===== src/rtl/exc_handler_pkg.sv =====
`default_nettype none
// ============================================================================
//  Module      : exc_pkg
//  Description : Shared types and constants for the exception handler slice:
//                exception code values, service FSM state encoding and the
//                record presented to the host.
//  Revision    : 1.0  initial release
// ============================================================================
package exc_pkg;

    // Exception codes as raised by the per-thread csr block.
    // EX_CLR means "no exception".
    localparam logic [5:0] EX_CLR   = 6'h00;
    localparam logic [5:0] ALU_EX   = 6'h01;
    localparam logic [5:0] IL_OP    = 6'h05;
    localparam logic [5:0] STACK_OV = 6'h0B;
    localparam logic [5:0] SEGFAULT = 6'h12;
    localparam logic [5:0] BRKPT    = 6'h3F;

    typedef enum logic [2:0] {
        IDLE     = 3'd0,
        REPORT   = 3'd1,
        WAIT_ACK = 3'd2,
        CLEAR    = 3'd3,
        DRAIN    = 3'd4
    } exc_state_t;

    typedef struct packed {
        logic [7:0] thr;
        logic [5:0] code;
    } exc_rec_t;

endpackage
`default_nettype wire


===== src/rtl/exc_handler_if.sv =====
`default_nettype none
// ============================================================================
//  Module      : exc_handler_if
//  Description : Host/debug port of the exception handler.
//                Record channel : rec_vld / rec_rdy / rec_thr / rec_code
//                Clear command  : host_clr / host_clr_id, id_err response
//                master = exception handler, slave = host.
//  Revision    : 1.0  initial release
// ============================================================================
interface exc_handler_if;
    logic       rec_vld;
    logic       rec_rdy;
    logic [7:0] rec_thr;
    logic [5:0] rec_code;
    logic       host_clr;
    logic [7:0] host_clr_id;
    logic       id_err;

    modport master (
        output rec_vld, rec_thr, rec_code, id_err,
        input  rec_rdy, host_clr, host_clr_id
    );

    modport slave (
        input  rec_vld, rec_thr, rec_code, id_err,
        output rec_rdy, host_clr, host_clr_id
    );
endinterface
`default_nettype wire


===== src/rtl/exc_handler_rr_arbiter.sv =====
`default_nettype none
// ============================================================================
//  Module      : rr_arbiter
//  Description : Combinational round-robin arbiter. Grants the first
//                requesting index at or after ptr, wrapping modulo NUM_THR.
//  Ports       : req  [NUM_THR-1:0]  request vector
//                ptr  [IW-1:0]       highest-priority index
//                gnt  [NUM_THR-1:0]  one-hot grant (zero when no request)
//                idx  [IW-1:0]       granted index
//                vld                 any request granted
//  Revision    : 1.0  initial release
// ============================================================================
module rr_arbiter #(
    parameter int NUM_THR = 4,
    parameter int IW      = $clog2(NUM_THR)
) (
    input  wire logic [NUM_THR-1:0] req,
    input  wire logic [IW-1:0]      ptr,
    output logic      [NUM_THR-1:0] gnt,
    output logic      [IW-1:0]      idx,
    output logic                    vld
);
    localparam int            IW1 = IW + 1;
    localparam logic [IW:0]   c_N = IW1'(NUM_THR);

    // Candidate position; one bit wider than ptr so ptr+k cannot overflow
    // before the modulo wrap.
    logic [IW:0] w_pos;

    always_comb begin
        gnt   = '0;
        idx   = '0;
        vld   = 1'b0;
        w_pos = '0;
        for (int k = 0; k < NUM_THR; k++) begin
            w_pos = {1'b0, ptr} + IW1'(k);
            if (w_pos >= c_N) begin
                w_pos = w_pos - c_N;
            end
            if (!vld && req[w_pos[IW-1:0]]) begin
                vld = 1'b1;
                idx = w_pos[IW-1:0];
            end
        end
        if (vld) begin
            gnt[idx] = 1'b1;
        end
    end
endmodule
`default_nettype wire


===== src/rtl/exc_handler.sv =====
`default_nettype none
// ============================================================================
//  Module      : exc_handler
//  Description : Services pending exceptions from NUM_THR thread CSRs one at
//                a time in round-robin order: reports a record to the host,
//                waits for the matching clear command, pulses clr_ex to the
//                thread and waits for its stall to drop (re-pulsing after
//                DRAIN_MAX cycles if it does not).
//  Ports       : clk, rst_n (synchronous, active-low)
//                csr_stall/ex_code/thr_id  per-thread status from the CSRs
//                clr_ex                    one-cycle clear pulse per thread
//                bus (exc_handler_if.master) record + host clear port
//                busy                      FSM not in IDLE
//                exc_cnt/last_code         service statistics, only when
//                                          EXC_STATS_EN is defined
//  Revision    : 1.0  initial release
// ============================================================================
module exc_handler #(
    parameter int NUM_THR   = 4,
    parameter int DRAIN_MAX = 4
) (
    input  wire logic                   clk,
    input  wire logic                   rst_n,
    input  wire logic [NUM_THR-1:0]     csr_stall,
    input  wire logic [NUM_THR*6-1:0]   ex_code,
    input  wire logic [NUM_THR*8-1:0]   thr_id,
    output logic      [NUM_THR-1:0]     clr_ex,
    exc_handler_if.master               bus,
`ifdef EXC_STATS_EN
    output logic      [15:0]            exc_cnt,
    output logic      [5:0]             last_code,
`endif
    output logic                        busy
);
    import exc_pkg::*;

    localparam int IW = $clog2(NUM_THR);
    localparam int CW = $clog2(DRAIN_MAX) + 1;

    exc_state_t         r_state;
    logic [IW-1:0]      r_ptr;
    logic [IW-1:0]      r_idx;
    logic [NUM_THR-1:0] r_gnt;
    logic [NUM_THR-1:0] r_clr;
    exc_rec_t           r_rec;
    logic               r_vld;
    logic               r_id_err;
    logic               r_busy;
    logic [CW-1:0]      r_cnt;

    logic [NUM_THR-1:0] w_pend;
    logic [NUM_THR-1:0] w_gnt;
    logic [IW-1:0]      w_idx;
    logic               w_any;
    logic               w_done;

    // A stall only counts as an exception when it carries a real code.
    for (genvar i = 0; i < NUM_THR; i++) begin : g_pend
        assign w_pend[i] = csr_stall[i] && (ex_code[6*i +: 6] != EX_CLR);
    end

    rr_arbiter #(
        .NUM_THR (NUM_THR),
        .IW      (IW)
    ) u_arb (
        .req (w_pend),
        .ptr (r_ptr),
        .gnt (w_gnt),
        .idx (w_idx),
        .vld (w_any)
    );

    assign w_done = (r_state == DRAIN) && !csr_stall[r_idx];

    always_ff @(posedge clk) begin
        if (!rst_n) begin
            r_state  <= IDLE;
            r_ptr    <= '0;
            r_idx    <= '0;
            r_gnt    <= '0;
            r_clr    <= '0;
            r_rec    <= '0;
            r_vld    <= 1'b0;
            r_id_err <= 1'b0;
            r_busy   <= 1'b0;
            r_cnt    <= '0;
        end else begin
            // Pulse outputs default low; set only on the cycle they fire.
            r_clr    <= '0;
            r_id_err <= 1'b0;
            case (r_state)
                IDLE: begin
                    if (w_any) begin
                        r_idx      <= w_idx;
                        r_gnt      <= w_gnt;
                        r_rec.thr  <= thr_id[w_idx*8 +: 8];
                        r_rec.code <= ex_code[w_idx*6 +: 6];
                        r_vld      <= 1'b1;
                        r_busy     <= 1'b1;
                        r_state    <= REPORT;
                    end
                end
                REPORT: begin
                    if (bus.rec_rdy) begin
                        r_vld   <= 1'b0;
                        r_state <= WAIT_ACK;
                    end
                end
                WAIT_ACK: begin
                    if (bus.host_clr) begin
                        if (bus.host_clr_id == r_rec.thr) begin
                            r_clr   <= r_gnt;
                            r_state <= CLEAR;
                        end else begin
                            r_id_err <= 1'b1;
                        end
                    end
                end
                CLEAR: begin
                    // clr_ex is high during this state only.
                    r_cnt   <= '0;
                    r_state <= DRAIN;
                end
                DRAIN: begin
                    if (!csr_stall[r_idx]) begin
                        r_ptr   <= (r_idx == IW'(NUM_THR - 1)) ? '0 : r_idx + 1'b1;
                        r_busy  <= 1'b0;
                        r_state <= IDLE;
                    end else if (r_cnt == CW'(DRAIN_MAX - 1)) begin
                        // Thread did not react; clear it again.
                        r_clr   <= r_gnt;
                        r_state <= CLEAR;
                    end else begin
                        r_cnt <= r_cnt + 1'b1;
                    end
                end
                default: begin
                    r_state <= IDLE;
                end
            endcase
        end
    end

`ifdef EXC_STATS_EN
    logic [15:0] r_exc_cnt;
    logic [5:0]  r_last_code;

    always_ff @(posedge clk) begin
        if (!rst_n) begin
            r_exc_cnt   <= '0;
            r_last_code <= '0;
        end else if (w_done) begin
            if (r_exc_cnt != 16'hFFFF) begin
                r_exc_cnt <= r_exc_cnt + 16'd1;
            end
            r_last_code <= r_rec.code;
        end
    end

    assign exc_cnt   = r_exc_cnt;
    assign last_code = r_last_code;
`endif

    assign clr_ex       = r_clr;
    assign busy         = r_busy;
    assign bus.rec_vld  = r_vld;
    assign bus.rec_thr  = r_rec.thr;
    assign bus.rec_code = r_rec.code;
    assign bus.id_err   = r_id_err;

endmodule
`default_nettype wire


===== src/flat_wrapper.sv =====
// flat-port wrapper written by rule: the top's interface ports become plain ports
module exc_handler_flat import exc_pkg::*;
#(
    parameter int NUM_THR   = 4,
    parameter int DRAIN_MAX = 4
)
  (clk, rst_n, csr_stall, ex_code, thr_id, clr_ex, busy, bus_rec_vld, bus_rec_thr, bus_rec_code, bus_id_err, bus_rec_rdy, bus_host_clr, bus_host_clr_id);
  exc_handler_if bus_i ();
  input  wire logic clk;
  input  wire logic rst_n;
  input  wire logic [NUM_THR-1:0] csr_stall;
  input  wire logic [NUM_THR*6-1:0] ex_code;
  input  wire logic [NUM_THR*8-1:0] thr_id;
  output logic      [NUM_THR-1:0] clr_ex;
  output logic busy;
  output wire logic [$bits(bus_i.rec_vld)-1:0] bus_rec_vld;
  output wire logic [$bits(bus_i.rec_thr)-1:0] bus_rec_thr;
  output wire logic [$bits(bus_i.rec_code)-1:0] bus_rec_code;
  output wire logic [$bits(bus_i.id_err)-1:0] bus_id_err;
  input wire logic [$bits(bus_i.rec_rdy)-1:0] bus_rec_rdy;
  input wire logic [$bits(bus_i.host_clr)-1:0] bus_host_clr;
  input wire logic [$bits(bus_i.host_clr_id)-1:0] bus_host_clr_id;
  assign bus_rec_vld = bus_i.rec_vld;
  assign bus_rec_thr = bus_i.rec_thr;
  assign bus_rec_code = bus_i.rec_code;
  assign bus_id_err = bus_i.id_err;
  assign bus_i.rec_rdy = bus_rec_rdy;
  assign bus_i.host_clr = bus_host_clr;
  assign bus_i.host_clr_id = bus_host_clr_id;
  exc_handler #(.NUM_THR(NUM_THR), .DRAIN_MAX(DRAIN_MAX)) u_core (.clk(clk), .rst_n(rst_n), .csr_stall(csr_stall), .ex_code(ex_code), .thr_id(thr_id), .clr_ex(clr_ex), .bus(bus_i), .busy(busy));
endmodule

===== config.mk =====
export PLATFORM = sky130hd
export DESIGN_NAME = exc_handler_flat
export DESIGN_NICKNAME = d
export VERILOG_FILES = /design/src/rtl/exc_handler_pkg.sv /design/src/rtl/exc_handler_if.sv /design/src/rtl/exc_handler_rr_arbiter.sv /design/src/rtl/exc_handler.sv /design/src/flat_wrapper.sv
export SDC_FILE = /design/constraint.sdc
export NUM_CORES = 1
export LEC_CHECK = 0
export CORE_ASPECT_RATIO = 1.75
export CORE_MARGIN = 2
export CORE_UTILIZATION = 40
export CTS_BUF_LIST = sky130_fd_sc_hd__clkbuf_8
export CTS_CLUSTER_SIZE = 12
export DETAILED_ROUTE_END_ITERATION = 12
export PLACE_DENSITY = 0.81
export RECOVER_POWER = 25
export SYNTH_ARGS = -nofsm -noshare
export SYNTH_HDL_FRONTEND = slang
export SYNTH_SLANG_ARGS = --single-unit

===== constraint.sdc =====
create_clock -name clk -period 6 [get_ports clk]
set_input_delay 1.2 -clock clk [delete_from_list [all_inputs] [get_ports clk]]
set_output_delay 1.2 -clock clk [all_outputs]
set_load 0.05 [all_outputs]

==> impl_metrics.toml, run 1 <==
[setup_path]
r2r_slack_ns = 3.89
endpoint = "u_core.bus.rec_thr[3]"
regToRegStartpoint = "u_core.r_ptr[1]"
crit_path_start_kind = "input pin"
path_class = "input pin to register"
rr_endpoint = "u_core.bus.rec_thr[3]"
cp_max_fo = 19
critPathRequiredTime_ns = 6.16
worst-endpoint-arrival_ns = 3.83
reg2reg_depth = 6
cp-startpoint = "ex_code[7]"
end_kind = "register"

[logic_synthesis]
synth_top_area_cell = "dfxtp_1"
synth.distinct_cells = 44
synth_edf_count = 0
synth.area.top_cells = "dfxtp_1 35%, mux2i_1 15%, o221ai_1 6.1%"
synth_flop_cell = "dfxtp_1"
yosysTopAreaCellShare_pct = 34.6
ys_ff_latch = 35
syn_nets = 288
yosysWarnings = 0
async_flop_share_pct = 0
avgSynthCellArea_um2 = 9.51
postSynthCellCount = 213
ys_seq_area_share_pct = 34.6
netlist_area_mm2 = 0.00203

[timing]
grt_setup_unrepaired = "false"
setup_viol = 0
max_freq_ghz = 0.273
worst_slew_pin_slew_ns = 0.672
slew_violations = 0
period_minus_slack_ns = 3.67
max_slew_margin_pct = 54.8
setup_ws_ns = 2.33
skew_ns = 0.00603
period_share_pct = 61.2
tns_ns = 0
hold_viol = 0

[clock_tree]
clock_latency_ns = 0.29
cts_sinks = 35
cts_hold_buffers = 0
cts_setup_buffers = 0
cts.reportedPaths.clkPinSlew_ns = 0.08
clockBufferDepth = 2
htree_levels = 2
cts_resized = 0
root_buffer = "clkbuf_8"
cts_tree = "built"
cts_inserted_buffers = 5

[global_route]
grt_max_degree = 34
track_usage_pct = 20.2
grt_overflow = 0
grt_pass1_vias = 2069
antenna_found_initial = 0
grt_pass1_wl_um = 9200

[detailed_routing]
drt_iter0_drc = 42
routed_via_density = 5.60
routedWlPerCell_um = 15.3
drcViolationCount = 0
met1_length_um = 1960
top_layer = "met4"
detail-route-antenna-nets = 0
vias = 2004
met2_length_um = 3150
wl_um = 5470
firstDrtPassIters = 4
wl_met3_um = 223

[placed_design]
gp_congestion = 0.776
pre_cts_ws_ns = 2.01
port_buffers = 92
dp.final_hpwl_um = 4330

[layout]
n_antenna_cell = 0
post-route-util_pct = 62.4
multi_input_comb_area_mm2 = 0.00124
fillers = 432
syn_to_final_growth_pct = 52.0
nets = 378
drive_gt1_share_pct = 7.24
regArea_um2 = 701

[pwr]
totalPowerFinal_mw = 0.699
leakage_nw = 1.26
powerDensity_mw_per_mm2 = 227
ir_drop_mv = 0.226

[run]
max_cap_viol_count = 0

[floorplan]
die_w_um = 57.8
design.core.area_mm2 = 0.00493
die_h_um = 98.1
dieArea_mm2 = 0.00567
ioPinCount = 93
num_rows = 34
start_util_pct = 41.0

[hold_path]
holdCritPathClass = "register to register"

[status]
outcome = "finished, final reports clean"
[state kept, by name, summed over array words and instances, names as in the netlist]
register             count
u_core.bus.id_err        1
u_core.bus.rec_code      6
u_core.bus.rec_thr       8
u_core.bus.rec_vld       1
u_core.busy              1
u_core.clr_ex            4
u_core.r_cnt             3
u_core.r_gnt             4
u_core.r_idx             2
u_core.r_ptr             2
u_core.r_state           3
[placed cells by master (no fill, tap or decap), types with 5 or more instances in the layout]
master / count
nand2_1: 13
clkbuf_8: 5
dfxtp_1: 35
clkdlybuf4s50_1: 81
and2_1: 9
o221ai_1: 14
nor2_1: 7
mux2i_1: 31
nand3_1: 20
nand2b_1: 5
dlygate4sd3_1: 11
xor2_1: 8
[kinds of logic after synthesis]
family	Yosys count	share of synthesized area, %
adder cells (fa/ha/maj)	3	1.85
buffers and inverters	15	4.45
multiplexers	33	17.0
XOR/XNOR	8	3.46
AO/OA/AOI/OAI	46	18.9
flip-flops	35	34.6
AND/OR/NAND/NOR	73	19.8
[cells in the mapped netlist (3+ instances only)]
| cell | count |
|---|---|
| clkbuf_1 | 5 |
| ha_1 | 3 |
| a21oi_1 | 4 |
| or4_1 | 3 |
| o221ai_1 | 14 |
| a21boi_1 | 4 |
| o31a_1 | 3 |
| nor2_1 | 7 |
| a21boi_0 | 3 |
| nor2b_1 | 4 |
| inv_1 | 3 |
| buf_6 | 4 |
| dfxtp_1 | 35 |
| nand2b_1 | 5 |
| mux2i_1 | 31 |
| nand3_1 | 20 |
| o21ai_0 | 3 |
| nor4_1 | 3 |
| xor2_1 | 8 |
| buf_2 | 3 |
| and2_1 | 9 |
| nand2_1 | 13 |
[through the flow]
| step | std cells | hold slack [ns] | area [um^2] |
|---|---|---|---|
| 4_1_cts | 358 | 0.451 | 3080 |
| 5_1_grt | 358 | 0.482 | 3080 |
| 6_report | 358 | 0.450 | 3080 |
| 2_1_floorplan | 213 | 0.426 | 2030 |
| 3_5_place_dp | 350 | 0.441 | 2970 |
| 3_3_place_gp | 350 | 0.435 | 2970 |
[report_power, final]
group | internal (mW) | switching, mW | total, mW | leakage, nW
Clock | 0.124 | 0.0905 | 0.214 | 0.0581
Sequential | 0.250 | 0.0148 | 0.265 | 0.286
Combinational | 0.102 | 0.118 | 0.220 | 0.916
[area by class of cell]
class / instances / area share (%)
Multi-Input combinational cell: 163 / 40.4
Tap cell: 54 / 2.19
Inverter: 3 / 0.366
Clock buffer: 5 / 2.23
Sequential cell: 35 / 22.8
Clock inverter: 3 / 1.42
Timing Repair Buffer: 95 / 30.6
[critical path: stages]
cell,delay (ns)
clkdlybuf4s50_1,0.41
or4_1,0.53
o31a_1,0.34
o21bai_1,0.23
o211ai_4,0.29
buf_4,0.41
mux2i_1,0.25
o221ai_1,0.14
[layer usage]
layer | vias to the layer above | track usage, %
met5 | - | 0
met4 | 0 | 8.23
met3 | 12 | 3.71
met2 | 61 | 38.0
met1 | 948 | 21.0
li1 | 983 | -
[worst min-delay path by stage]
stage,from,endpoint,cells past startpoint
3_5_place_dp,u_core.r_gnt[2],u_core.r_gnt[2],2
6_report,u_core.r_gnt[2],u_core.r_gnt[2],2
2_1_floorplan,u_core.r_gnt[0],u_core.r_gnt[0],2
4_1_cts,u_core.r_gnt[2],u_core.r_gnt[2],2
5_1_grt,u_core.r_gnt[0],u_core.r_gnt[0],2
3_3_place_gp,u_core.r_gnt[0],u_core.r_gnt[0],2
Power figures use the tool's default switching activity.
==> inputs of run 2 (changes only) <==
- clock period: 6 -> 3.5 ns (I/O delays scaled with it)
==> impl_metrics.toml, run 2 (synthesized netlist as in run 1, its figures left out) <==
[detailed_routing]
firstDrtPassIters = 4
wl_um = 5610
detail-route-antenna-nets = 0
drt_iter0_drc = 21
routed_via_density = 5.54
drcViolationCount = 0
routedWlPerCell_um = 15.6
vias = 1990

[setup_path]
end_kind = "register"
critPathRequiredTime_ns = 3.66
regToRegStartpoint = "u_core.r_state[2]"
worst-endpoint-arrival_ns = 3.18
path_class = "input pin to register"
cp-startpoint = "ex_code[18]"
crit_path_start_kind = "input pin"
cp_max_fo = 21
r2r_slack_ns = 1.36

[timing]
skew_ns = 0.00424
period_minus_slack_ns = 3.02
period_share_pct = 86.2
grt_setup_unrepaired = "false"
max_slew_margin_pct = 52.7
max_freq_ghz = 0.332
setup_viol = 0
tns_ns = 0
slew_violations = 0
worst_slew_pin_slew_ns = 0.703
hold_viol = 0

[placed_design]
gp_congestion = 0.793
dp.final_hpwl_um = 4420
dp_cells = 351
port_buffers = 92

[clock_tree]
cts_resized = 0
htree_levels = 2
clockBufferDepth = 2
cts_setup_buffers = 0
cts_tree = "built"
root_buffer = "clkbuf_8"
cts_hold_buffers = 0
cts_inserted_buffers = 5
cts_sinks = 35
cts.reportedPaths.clkPinSlew_ns = 0.08
clock_latency_ns = 0.29

[floorplan]
dieArea_mm2 = 0.00567
ioPinCount = 93
design.core.area_mm2 = 0.00493
start_util_pct = 41.0
die_h_um = 98.1
die_w_um = 57.8
num_rows = 34

[global_route]
grt_pass1_vias = 2063
antenna_found_initial = 0
grt_pass1_wl_um = 9330
grt_max_degree = 22
grt_overflow = 0
track_usage_pct = 20.8

[layout]
final_common_cell = "clkdlybuf4s50_1"
nets = 379
syn_to_final_growth_pct = 53.0
n_antenna_cell = 0
regArea_um2 = 701
fin_cells = 359
fillers = 426
largest_reg_flops = 8
drive_gt1_share_pct = 7.54
multi_input_comb_area_mm2 = 0.00124
final_cell_mix = "81 x clkdlybuf4s50_1, 35 x dfxtp_1, 31 x mux2i_1, 20 x nand3_1, 14 x o221ai_1"

[status]
outcome = "finished, final reports clean"

[hold_path]
holdCritPathClass = "register to register"
holdCritStartpoint = "u_core.r_gnt[2]"

[pwr]
ir_drop_mv = 0.455
leakage_nw = 1.27
powerDensity_mw_per_mm2 = 389

[run]
max_cap_viol_count = 0
run 2: cell count changes in the layout (fill, tap and decap cells not counted), sizes merged:
cell	previous run	this run
buf	3	4
run 2: final timing paths:
| kind | to | cells after the start |
|---|---|---|
| setup / recovery | u_core.bus.rec_code[1] | 8 |
| hold / removal | u_core.r_gnt[2] | 2 |
| setup reg to reg | u_core.bus.rec_thr[3] | 4 |
| hold reg to reg | u_core.r_gnt[2] | 2 |
run 2: stage by stage:
step                      utilization, %  total power, mW  hold WS, ns  setup slack (ns)  instance area, um^2
after floorplan                        -            0.683        0.426             0.977                 2030
after global placement              60.5            0.845        0.436             0.236                 2990
after detailed placement            60.5            0.850        0.447             0.193                 2990
after CTS                           62.8             1.21        0.455             0.475                 3100
after global routing                62.8             1.26        0.490             0.341                 3100
final                               62.8             1.20        0.451             0.484                 3100
run 2: power by group:
part	internal [mW]	switching, mW	total [mW]
Combinational	0.179	0.203	0.383
Clock	0.212	0.155	0.367
Sequential	0.429	0.0259	0.455
run 2: worst max-delay path, stage by stage:
cell and delay, ns:
clkdlybuf4s50_1 0.42, or4_1 0.57, o31ai_2 0.33, nand3_1 0.18, o211ai_4 0.26, buf_12 0.26
mux2i_1 0.28, o221ai_1 0.15
run 2: routing by layer:
metal  wire length (um)  vias to the layer above  global-route usage (%)  part of all wire [%]
li1                   -                      987                       -                     -
met1               1990                      928                    21.3                    36
met2               3200                       65                    39.0                    57
met3                295                       10                    4.64                   5.3
met4                116                        0                    8.41                   2.1
met5                  0                        -                       0                     0
run 2: area by class of cell:
cell class	instances	share of cell area, %
Clock inverter	3	1.41
Sequential cell	35	22.6
Clock buffer	5	2.22
Inverter	3	0.363
Multi-Input combinational cell	163	40.1
Tap cell	54	2.18
Timing Repair Buffer	96	31.1
==> inputs of run 3 (changes only) <==
==> constraint.sdc (replaced) <==
create_clock -name clk -period 3.32 [get_ports clk]
set_input_delay 0.996 -clock clk [delete_from_list [all_inputs] [get_ports clk]]
set_output_delay 0.996 -clock clk [all_outputs]
set_load 0.05 [all_outputs]
==> impl_metrics.toml, run 3 (synthesized netlist as in run 1, its figures left out) <==
[layout]
nets = 387
final_cell_mix = "80 x clkdlybuf4s50_1, 35 x dfxtp_1, 31 x mux2i_1, 20 x nand3_1, 14 x o221ai_1"
largest_reg_flops = 8
fin_cells = 367
n_antenna_cell = 0
syn_to_final_growth_pct = 56.9
final_common_cell = "clkdlybuf4s50_1"
fillers = 409
drive_gt1_share_pct = 9.90

[setup_path]
rr_endpoint = "u_core.bus.rec_thr[7]"
regToRegStartpoint = "u_core.r_state[2]"
crit_path_start_kind = "input pin"
endpoint = "u_core.bus.rec_code[4]"
end_kind = "register"
r2r_slack_ns = 1.29
reg2reg_depth = 4
critPathRequiredTime_ns = 3.48
cp_slowest_cell = "or4_1"
cp_max_fo = 15
cp-startpoint = "ex_code[18]"
worst-endpoint-arrival_ns = 3.27
cp_cell_sequence = "clkdlybuf4s50_1 -> or4_1 -> o31ai_2 -> nand3_1 -> o211ai_4 -> buf_12 -> mux2i_1 -> o221ai_1"
path_class = "input pin to register"
cpPeakStageDelay_ns = 0.58

[clock_tree]
cts_hold_buffers = 0
root_buffer = "clkbuf_8"
cts_setup_buffers = 0
cts_tree = "built"
htree_levels = 2
cts_sinks = 35
cts.reportedPaths.clkPinSlew_ns = 0.08
cts_resized = 0
clock_latency_ns = 0.29
clockBufferDepth = 2
cts_inserted_buffers = 5

[floorplan]
die_w_um = 57.8
die_h_um = 98.1
design.core.area_mm2 = 0.00493
num_rows = 34
start_util_pct = 41.0
ioPinCount = 93
dieArea_mm2 = 0.00567

[timing]
period_share_pct = 93.9
hold_viol = 0
setup_ws_ns = 0.203
slew_violations = 0
max_slew_margin_pct = 54.5
grt_setup_unrepaired = "false"
period_minus_slack_ns = 3.12
worst_slew_pin_slew_ns = 0.680
max_freq_ghz = 0.321
setup_viol = 0
whs_ns = 0.452
skew_ns = 0.00500
tns_ns = 0

[global_route]
grt_max_degree = 19
grt_overflow = 0
top_usage_layer = "met2"
antenna_found_initial = 0
grt_pass1_vias = 2053
met3_usage_pct = 4.11
grt_pass1_wl_um = 9210
track_usage_pct = 20.6
use_met2_pct = 38.6
use_met1_pct = 21.3

[pwr]
swShare_pct = 31.5
powerDensity_mw_per_mm2 = 403
intPower_mw = 0.878
totalPowerFinal_mw = 1.28
p_seq_share_pct = 37.5
p_comb_share_pct = 32.6
clockPowerShare_pct = 29.9
leakage_nw = 1.32
p_sw_mw = 0.404
ir_drop_mv = 0.417

[detailed_routing]
routedWlPerCell_um = 15.0
wl_um = 5500
vias = 2012
firstDrtPassIters = 4
drcViolationCount = 0
routed_via_density = 5.48
drt_iter0_drc = 25
detail-route-antenna-nets = 0

[placed_design]
dp_cells = 359
pre_cts_ws_ns = -0.0721
gp_congestion = 0.767
port_buffers = 92
dp.final_hpwl_um = 4450

[run]
max_cap_viol_count = 0

[status]
outcome = "finished, final reports clean"

[hold_path]
worstHoldPathCells = 2
holdCritPathClass = "register to register"
[run 3: cell count changes in the layout (fill, tap and decap cells not counted)]
cell             delta
buf_12              +1
buf_4               +7
nand3_2             -1
dlygate4sd3_1       +1
nand3_4             +1
clkdlybuf4s50_1     -1
[run 3: worst min path at each step]
| stage | from | to | slack [ns] |
|---|---|---|---|
| after floorplan | u_core.r_gnt[0] | u_core.r_gnt[0] | 0.43 |
| after global placement | u_core.r_gnt[2] | u_core.r_gnt[2] | 0.44 |
| after detailed placement | u_core.r_gnt[0] | u_core.r_gnt[0] | 0.44 |
| after CTS | u_core.r_gnt[0] | u_core.r_gnt[0] | 0.45 |
| after global routing | u_core.r_cnt[1] | u_core.r_cnt[1] | 0.47 |
| final | u_core.r_gnt[2] | u_core.r_gnt[2] | 0.45 |
[run 3: critical path, delay by kind of cell]
family	cells	cell delay, ns
AND/OR/NAND/NOR	2	0.76
buffers and inverters	2	0.62
AO/OA/AOI/OAI	3	0.62
multiplexers	1	0.26
[run 3: final cells by class]
type                    instances  area (um^2)  share of cell area [%]
well taps                      54         67.6                    2.13
repair buffers                104         1040                    32.6
inverters                       3         11.3                   0.354
clock inverters                 3         43.8                    1.38
clock buffers                   5         68.8                    2.16
flip-flops and latches         35          701                    22.0
multi-input cells             163         1250                    39.4
[run 3: stage by stage]
| stage | util, % | instance area (um^2) |
|---|---|---|
| after floorplan | - | 2030 |
| after global placement | 62.0 | 3060 |
| after detailed placement | 62.0 | 3060 |
| after CTS | 64.3 | 3170 |
| after global routing | 64.4 | 3180 |
| final | 64.4 | 3180 |
[run 3: power groups by stage]
stage	combinational, mW	clock, mW	sequential [mW]
after floorplan	0.150	0	0.570
after global placement	0.414	0	0.489
after detailed placement	0.419	0	0.490
after CTS	0.421	0.388	0.481
after global routing	0.446	0.412	0.485
final	0.417	0.383	0.481
[run 3: layer usage]
| metal | routed length [um] | vias up |
|---|---|---|
| li1 | - | 1001 |
| met1 | 1980 | 941 |
| met2 | 3170 | 60 |
| met3 | 234 | 10 |
| met4 | 122 | 0 |
| met5 | 0 | - |
